--- config.mk ---
export PLATFORM = sky130hd
export DESIGN_NAME = comp_serial_mag
export DESIGN_NICKNAME = d
export VERILOG_FILES = /design/src/rtl/comp_serial_mag_pkg.sv /design/src/rtl/comp_1bit_case.sv /design/src/rtl/comp_serial_mag.sv
export SDC_FILE = /design/constraint.sdc
export NUM_CORES = 1
export LEC_CHECK = 0
export BUFFER_PORTS_ARGS = -buffer_cell sky130_fd_sc_hd__buf_2
export CAP_MARGIN = 10
export CORE_MARGIN = 2
export CORE_UTILIZATION = 58
export DETAILED_ROUTE_END_ITERATION = 7
export PLACE_DENSITY = 0.89
export SETUP_SLACK_MARGIN = 0.05
export SLEW_MARGIN = 5
export SYNTH_ARGS = -nofsm -noshare
export SYNTH_HDL_FRONTEND = slang
export SYNTH_HIERARCHICAL = 1
export SYNTH_SLANG_ARGS = --single-unit
--- constraint.sdc ---
create_clock -name clk -period 5 [get_ports clk]
set_input_delay 0.25 -clock clk [delete_from_list [all_inputs] [get_ports clk]]
set_output_delay 0.25 -clock clk [all_outputs]
set_load 0.05 [all_outputs]
--- src/rtl/comp_serial_mag_pkg.sv ---
// Shared types for the bit-serial magnitude comparator: FSM encoding and
// the registered result-flag bundle.
package comp_serial_mag_pkg;

    typedef enum logic [1:0] {
        ST_IDLE = 2'd0,
        ST_RUN  = 2'd1,
        ST_DONE = 2'd2
    } state_e;

    typedef struct packed {
        logic gt;
        logic lt;
        logic eq;
    } flags_t;

    localparam flags_t FLAGS_NONE = '{gt: 1'b0, lt: 1'b0, eq: 1'b0};
    localparam flags_t FLAGS_GT   = '{gt: 1'b1, lt: 1'b0, eq: 1'b0};
    localparam flags_t FLAGS_LT   = '{gt: 1'b0, lt: 1'b1, eq: 1'b0};
    localparam flags_t FLAGS_EQ   = '{gt: 1'b0, lt: 1'b0, eq: 1'b1};

endpackage

--- src/rtl/comp_1bit_case.sv ---
// Single-bit magnitude compare; exactly one of gt/lt/eq is high.
module comp_1bit_case (
    input  logic a,
    input  logic b,
    output logic gt,
    output logic lt,
    output logic eq
);

    always_comb begin
        gt = 1'b0;
        lt = 1'b0;
        eq = 1'b0;
        case ({a, b})
            2'b10:   gt = 1'b1;
            2'b01:   lt = 1'b1;
            default: eq = 1'b1;
        endcase
    end

endmodule

--- src/rtl/comp_serial_mag.sv ---
// Bit-serial unsigned magnitude comparator, MSB first, with early exit on the
// first differing bit. Result flags and done are registered.
module comp_serial_mag
    import comp_serial_mag_pkg::*;
#(
    parameter int WIDTH = 4
) (
    input  logic             clk,
    input  logic             rst,
    input  logic             start,
    input  logic [WIDTH-1:0] a_in,
    input  logic [WIDTH-1:0] b_in,
    output logic             busy,
    output logic             done,
    output logic             gt,
    output logic             lt,
    output logic             eq
);

    localparam int CW = (WIDTH > 1) ? $clog2(WIDTH) : 1;

    state_e           state_q, state_d;
    logic [WIDTH-1:0] sa_q, sa_d;
    logic [WIDTH-1:0] sb_q, sb_d;
    logic [CW-1:0]    cnt_q, cnt_d;
    flags_t           res_q, res_d;
    flags_t           flg_q, flg_d;
    logic             done_q, done_d;

    logic bit_gt, bit_lt, bit_eq;

    comp_1bit_case u_bit_cmp (
        .a  (sa_q[WIDTH-1]),
        .b  (sb_q[WIDTH-1]),
        .gt (bit_gt),
        .lt (bit_lt),
        .eq (bit_eq)
    );

    // ST_DONE is the commit cycle: the decided result moves to the visible
    // flags together with the done pulse, so flags never lead done. start is
    // therefore taken in ST_IDLE, which is also the cycle done is high.
    always_comb begin
        state_d = state_q;
        sa_d    = sa_q;
        sb_d    = sb_q;
        cnt_d   = cnt_q;
        res_d   = res_q;
        flg_d   = flg_q;
        done_d  = 1'b0;
        case (state_q)
            ST_IDLE: begin
                if (start) begin
                    sa_d    = a_in;
                    sb_d    = b_in;
                    cnt_d   = CW'(WIDTH - 1);
                    res_d   = FLAGS_NONE;
                    flg_d   = FLAGS_NONE;
                    state_d = ST_RUN;
                end
            end
            ST_RUN: begin
                if (bit_gt) begin
                    res_d   = FLAGS_GT;
                    state_d = ST_DONE;
                end else if (bit_lt) begin
                    res_d   = FLAGS_LT;
                    state_d = ST_DONE;
                end else if (bit_eq && cnt_q == '0) begin
                    res_d   = FLAGS_EQ;
                    state_d = ST_DONE;
                end else begin
                    // fill bit is 0 and never reaches the compare point
                    sa_d  = {sa_q[WIDTH-2:0], 1'b0};
                    sb_d  = {sb_q[WIDTH-2:0], 1'b0};
                    cnt_d = cnt_q - CW'(1);
                end
            end
            ST_DONE: begin
                flg_d   = res_q;
                done_d  = 1'b1;
                state_d = ST_IDLE;
            end
            default: state_d = ST_IDLE;
        endcase
    end

    always_ff @(posedge clk or posedge rst) begin
        if (rst) begin
            state_q <= ST_IDLE;
            sa_q    <= '0;
            sb_q    <= '0;
            cnt_q   <= '0;
            res_q   <= FLAGS_NONE;
            flg_q   <= FLAGS_NONE;
            done_q  <= 1'b0;
        end else begin
            state_q <= state_d;
            sa_q    <= sa_d;
            sb_q    <= sb_d;
            cnt_q   <= cnt_d;
            res_q   <= res_d;
            flg_q   <= flg_d;
            done_q  <= done_d;
        end
    end

    assign busy = (state_q == ST_RUN);
    assign done = done_q;
    assign gt   = flg_q.gt;
    assign lt   = flg_q.lt;
    assign eq   = flg_q.eq;

endmodule

**After elaboration in Yosys (flattened, before gate mapping)**

Cells that the tools add are included.

- Bits in registers: 19

- Muxes and demuxes: 30
- Eq/ne operators: 9
- Add/subtract/negate cells: 1
- Reductions and logical operators: 10

Operator list:

| operator | count |
|---|---|
| 4-bit 2-to-1 mux | 8 |
| 2-bit 2-to-1 mux | 8 |
| 4-bit case mux with 2 select lines | 2 |
| 3-bit 2-to-1 mux | 4 |
| 3-bit case mux with 2 select lines | 2 |
| 2-bit inequality test, second input constant | 4 |
| 2-bit case mux with 2 select lines | 2 |
| 5-bit AND reduction | 1 |
| 2-bit by 1-bit == test with 1-bit output, second input constant | 2 |
| 2-bit == test, second input constant | 2 |
| 2-bit logical NOT | 2 |
| 1-bit 2-to-1 mux | 4 |
| 4-bit by 1-bit inequality test with 1-bit output, second input constant | 1 |
| 2-bit AND reduction | 2 |
| 2-bit nonzero test | 2 |
| 3-bit AND reduction | 1 |
| 2-bit OR reduction | 1 |
| 2-bit by 1-bit subtractor with 2-bit output, second input constant | 1 |
| 1-bit logical AND | 1 |

**Depth between registers and ports, before layout**

- Depth after elaboration: 8
- Gate-level depth with buffers: 6

**Hierarchy**

Netlist, hierarchy kept.

By module, submodules not included:

| module | sequential area each (um2) | times used | area each (um2) | cells each |
|---|---|---|---|---|
| comp_serial_mag | 475.5 | 1 | 942.2 | 83 |
| comp_1bit_case | 0.0 | 1 | 32.5 | 4 |

**Worst setup path after synthesis**

No wires, ideal clock.

- Path type: reg2reg
- Start point: reg sa_q[3]
- End point: reg cnt_q[0]
- Stages on the path, launching flop included: 6
- Required time: 4.875 ns
- Setup slack: 3.175 ns
- Clock period less this slack: 1.825 ns
- Library setup time: 0.125 ns
- Arrival time: 1.700 ns
- Cell sequence: dfrtp_1 > ha_1 > or3b_1 > or3_1 > buf_6 > mux2_4

- Elaborated cells between the ends (all ways): 11

RTL lines:

| element | RTL line | source |
|---|---|---|
| start, declared | comp_serial_mag.sv:23 | `logic [WIDTH-1:0] sa_q, sa_d;` |
| start signal, assigned | comp_serial_mag.sv:91 | `sa_q <= '0;` |
| start signal, assigned | comp_serial_mag.sv:99 | `sa_q <= sa_d;` |
| 2-bit == test | comp_1bit_case.sv:14 | `case ({a, b})` |
| 1-bit 2-to-1 mux | comp_1bit_case.sv:14 |  |
| via bit_gt | comp_serial_mag.sv:30 | `logic bit_gt, bit_lt, bit_eq;` |
| 2-bit inequality test (no line) | n/a |  |
| 5-bit AND reduction (no line) | n/a |  |
| end signal, assigned | comp_serial_mag.sv:101 | `cnt_q <= cnt_d;` |
| end, declared | comp_serial_mag.sv:25 | `logic [CW-1:0] cnt_q, cnt_d;` |

The timed path passes the listed nets, and every way through them passes these cells.
A chain may end at the register's enable or synchronous reset.

**Worst setup path in the final report**

- Start point: reg state_q[0]
- End point: reg cnt_q[0]

- Longest elaborated chain between the ends: 3
- Elaborated cells between the ends (all ways): 9

Ends and longest elaborated chain:

| element | RTL line | source |
|---|---|---|
| start, declared | comp_serial_mag.sv:22 | `state_e state_q, state_d;` |
| start signal, assigned | comp_serial_mag.sv:98 | `state_q <= state_d;` |
| 2-bit by 1-bit == test with 1-bit output or 2-bit logical NOT (tied branches) | comp_serial_mag.sv:51 | `case (state_q)` |
| 2-bit inequality test (no line) or 2-bit nonzero test (tied branches) | n/a |  |
| 5-bit AND reduction (no line) | n/a |  |

Parallel ways exist; a longest one is shown, timed or not.

==> results.md <==
* CTS tree: done
* CTS Buf Count at 3
* Fraction of registers with async set/reset at 1.000
* Postcts setup bufs at 0
* Synth Area in XOR/XNOR at 0
* DRT iter0 DRCs at 18
* Final setup fails at 0
* Setup Skew at approximately 5.8 ps
* Startpoint types: register
* Setup TNS at 0 ps
* Routed Wire Length at 1.785 mm
* Synth Area in Adders at 0.03851
* Maximum vdd ir drop at between 0.3 and 0.4 mV
* Vias/cell at 6.239
* Cells after Synth at 87
* Global placement routability congestion at 0.7390
* Fmax at 0.5010 GHz
* CTS root buffer: clkbuf_4
* Pre-Repair DR Iteration Count at 4
* Max cap viols at 0
* Hpwl dp at 1.308 mm
* Clock Tree Buf Depth at 2
* Antenna Nets Post-Route at 0
* Fin crit period at 1996 ps
* Pre-CTS setup slack at about 3000 ps
* DR vias at 730
* Post-CTS Resized at 0
* Largest family of logic cells by synthesized area: compound AO/OA/AOI/OAI gates
* Mapped Area at 974.7 sq um
* Synth Area in Compound Gates at 0.2619
* DIE AREA at 0.002025 sq mm
* YS warnings at 6
* Crit path DAT at 2190 ps
* Net Count, Synth at 101
* ANT cells at 0
* Seq/Total Area, Yosys at 0.4878
* Synth top area cells: dfrtp_1, a22o_1, o221a_1
* Width of the die at ~45 um
* Buffers on Ports at 15
* Sink Count at 19
* Synth Area in Simple Gates at 0.1335
* Critical setup path kind: register to register
* Hold WC Path Type: primary input to asynchronous set/reset pin
* # IOs at 16
* Syn_area_per_cell at roughly 11 sq um
* Die height at 45.00 um
* Layout cells sized above 1 at 0.2277
* Htree depth at 1
* Yosys top cell by area: dfrtp_1
* Synthesis-to-layout area growth at 9.371%
* Wirelength per Cell at 15.26 um
* Outcome: complete, no violations
* Pin count of the biggest net entering global routing at 20
* Grt ovf at 0
* Initial Util at 0.6323
* Clk Latency, worst-skew pair at 300 ps
* Initial antenna violation count at 0
* Hold Vio Cnt, Final at 0
* Drt drc at 0
* Top-area cell type share of the netlist area at 0.4878
* Slew Limit Fails at 0
* Reg clk slew, reported paths at 100 ps
* Vias in the first global route at 680
* # rows at 14
* Setup WS post-layout at 3004 ps
* Top-count cell post-synth: dfrtp_1
* RSZ-0062 raised after global routing: false
* Hold-fix buffers at CTS at 0
* Top_reg_cell synth: dfrtp_1
* Nets at 116
* EDFF count, synth at 0
* Core ar. at 0.001541 sq mm
* CP Capture Type: register
* Max transition margin at 0.5444
* Tcrit/Tclk final at 0.3992
* Lkg Pwr at 0.5216 nW
* Hold WS at 36.31 ps
* Gr usage total at 0.2161
* Register bit total from synthesis at 19
* Distinct cells, synth at 29
* Mux cell area share after synthesis at 0.01540
* First-pass GRT wire length at a little over 3 mm
* Post-synth top cells: dfrtp_1, inv_1, or3_1
* WP data required at 5190 ps
* Pwr Density at 624.9 mW/mm^2
* Slew @ Worst Pin at 682.6 ps
* Total power at around 0.67 mW
* Maximum fanout along the worst path at 19
* Placed cell count at between 100 and 150
* Post-Layout Cell Count at 117
-- cell type report --
| cell class | count | area (sq um) |
|---|---|---|
| inverter | 8 | 30.03 |
| tap | 16 | 20.02 |
| sequential | 19 | 475.5 |
| clock inverter | 1 | 5.005 |
| multi-input combinational | 55 | 437.9 |
| clock buffer | 3 | 22.52 |
| fill | 121 | 475.5 |
| timing repair buffer | 15 | 75.07 |
-- flip-flops by register name (all words and copies together) (netlist names) --
name / cells
sb_q: 4
eq: 1
sa_q: 4
state_q: 2
cnt_q: 2
done: 1
res_q: 3
lt: 1
gt: 1
-- worst paths after layout --
path | startpoint | cells past startpoint | slack, ps | to
hold / removal | rst | 2 | 40 | state_q[0]
min in group clk | a_in[0] | 3 | 250 | sa_q[0]
setup / recovery | state_q[0] | 3 | 3000 | cnt_q[0]
hold reg to reg | gt | 1 | 510 | gt
setup reg to reg | state_q[0] | 3 | 3000 | cnt_q[0]
max in group asynchronous | rst | 2 | 4530 | sa_q[0]
-- per-stage QoR --
stage,util,cell area (sq um)
global placement,0.6737,1039
detailed placement,0.6737,1039
CTS,0.6916,1066
global route,0.6916,1066
floorplan,-,974.7
finish,0.6916,1066
-- layout by cell type, fill, tap and decap left out, types with 2 or more instances in the layout --
cell type,instances
and2_1,2
a2bb2oi_1,2
o22ai_1,2
o221a_1,4
nand2b_1,6
o221a_2,2
a22o_1,6
nor2_1,2
buf_2,15
ha_1,3
nor2b_1,2
or3_1,7
inv_1,8
nand2_1,2
o311a_1,4
o21ai_0,2
dfrtp_1,19
clkbuf_4,3
-- critical path, stage by stage, from the launching register on --
cell     delay (ps)
dfrtp_1         670
or3b_1          440
or3_1           470
mux2_4          310
-- logic make-up (layout without fill, tap and decap cells) --
family | after synthesis | after routing
compound gates | 29 | 29
simple gates | 22 | 22
flops | 19 | 19
buf+inv | 13 | 27
fa+ha+maj | 3 | 3
mux | 1 | 1
-- metal layers --
layer	global-route usage	vias up	share of wire
li1	-	357	-
met1	0.2917	353	0.47
met2	0.3343	18	0.46
met3	0.07600	2	0.056
met4	0.05294	0	0.0050
met5	0	-	0
-- power by group --
part,switching [mW],internal (mW),leakage (nW)
Combinational,0.171,0.149,0.271
Clock,0.0457,0.0298,0.0177
Sequential,0.0616,0.210,0.233
Total,0.278,0.388,0.522
Power figures use the tool's default switching activity.
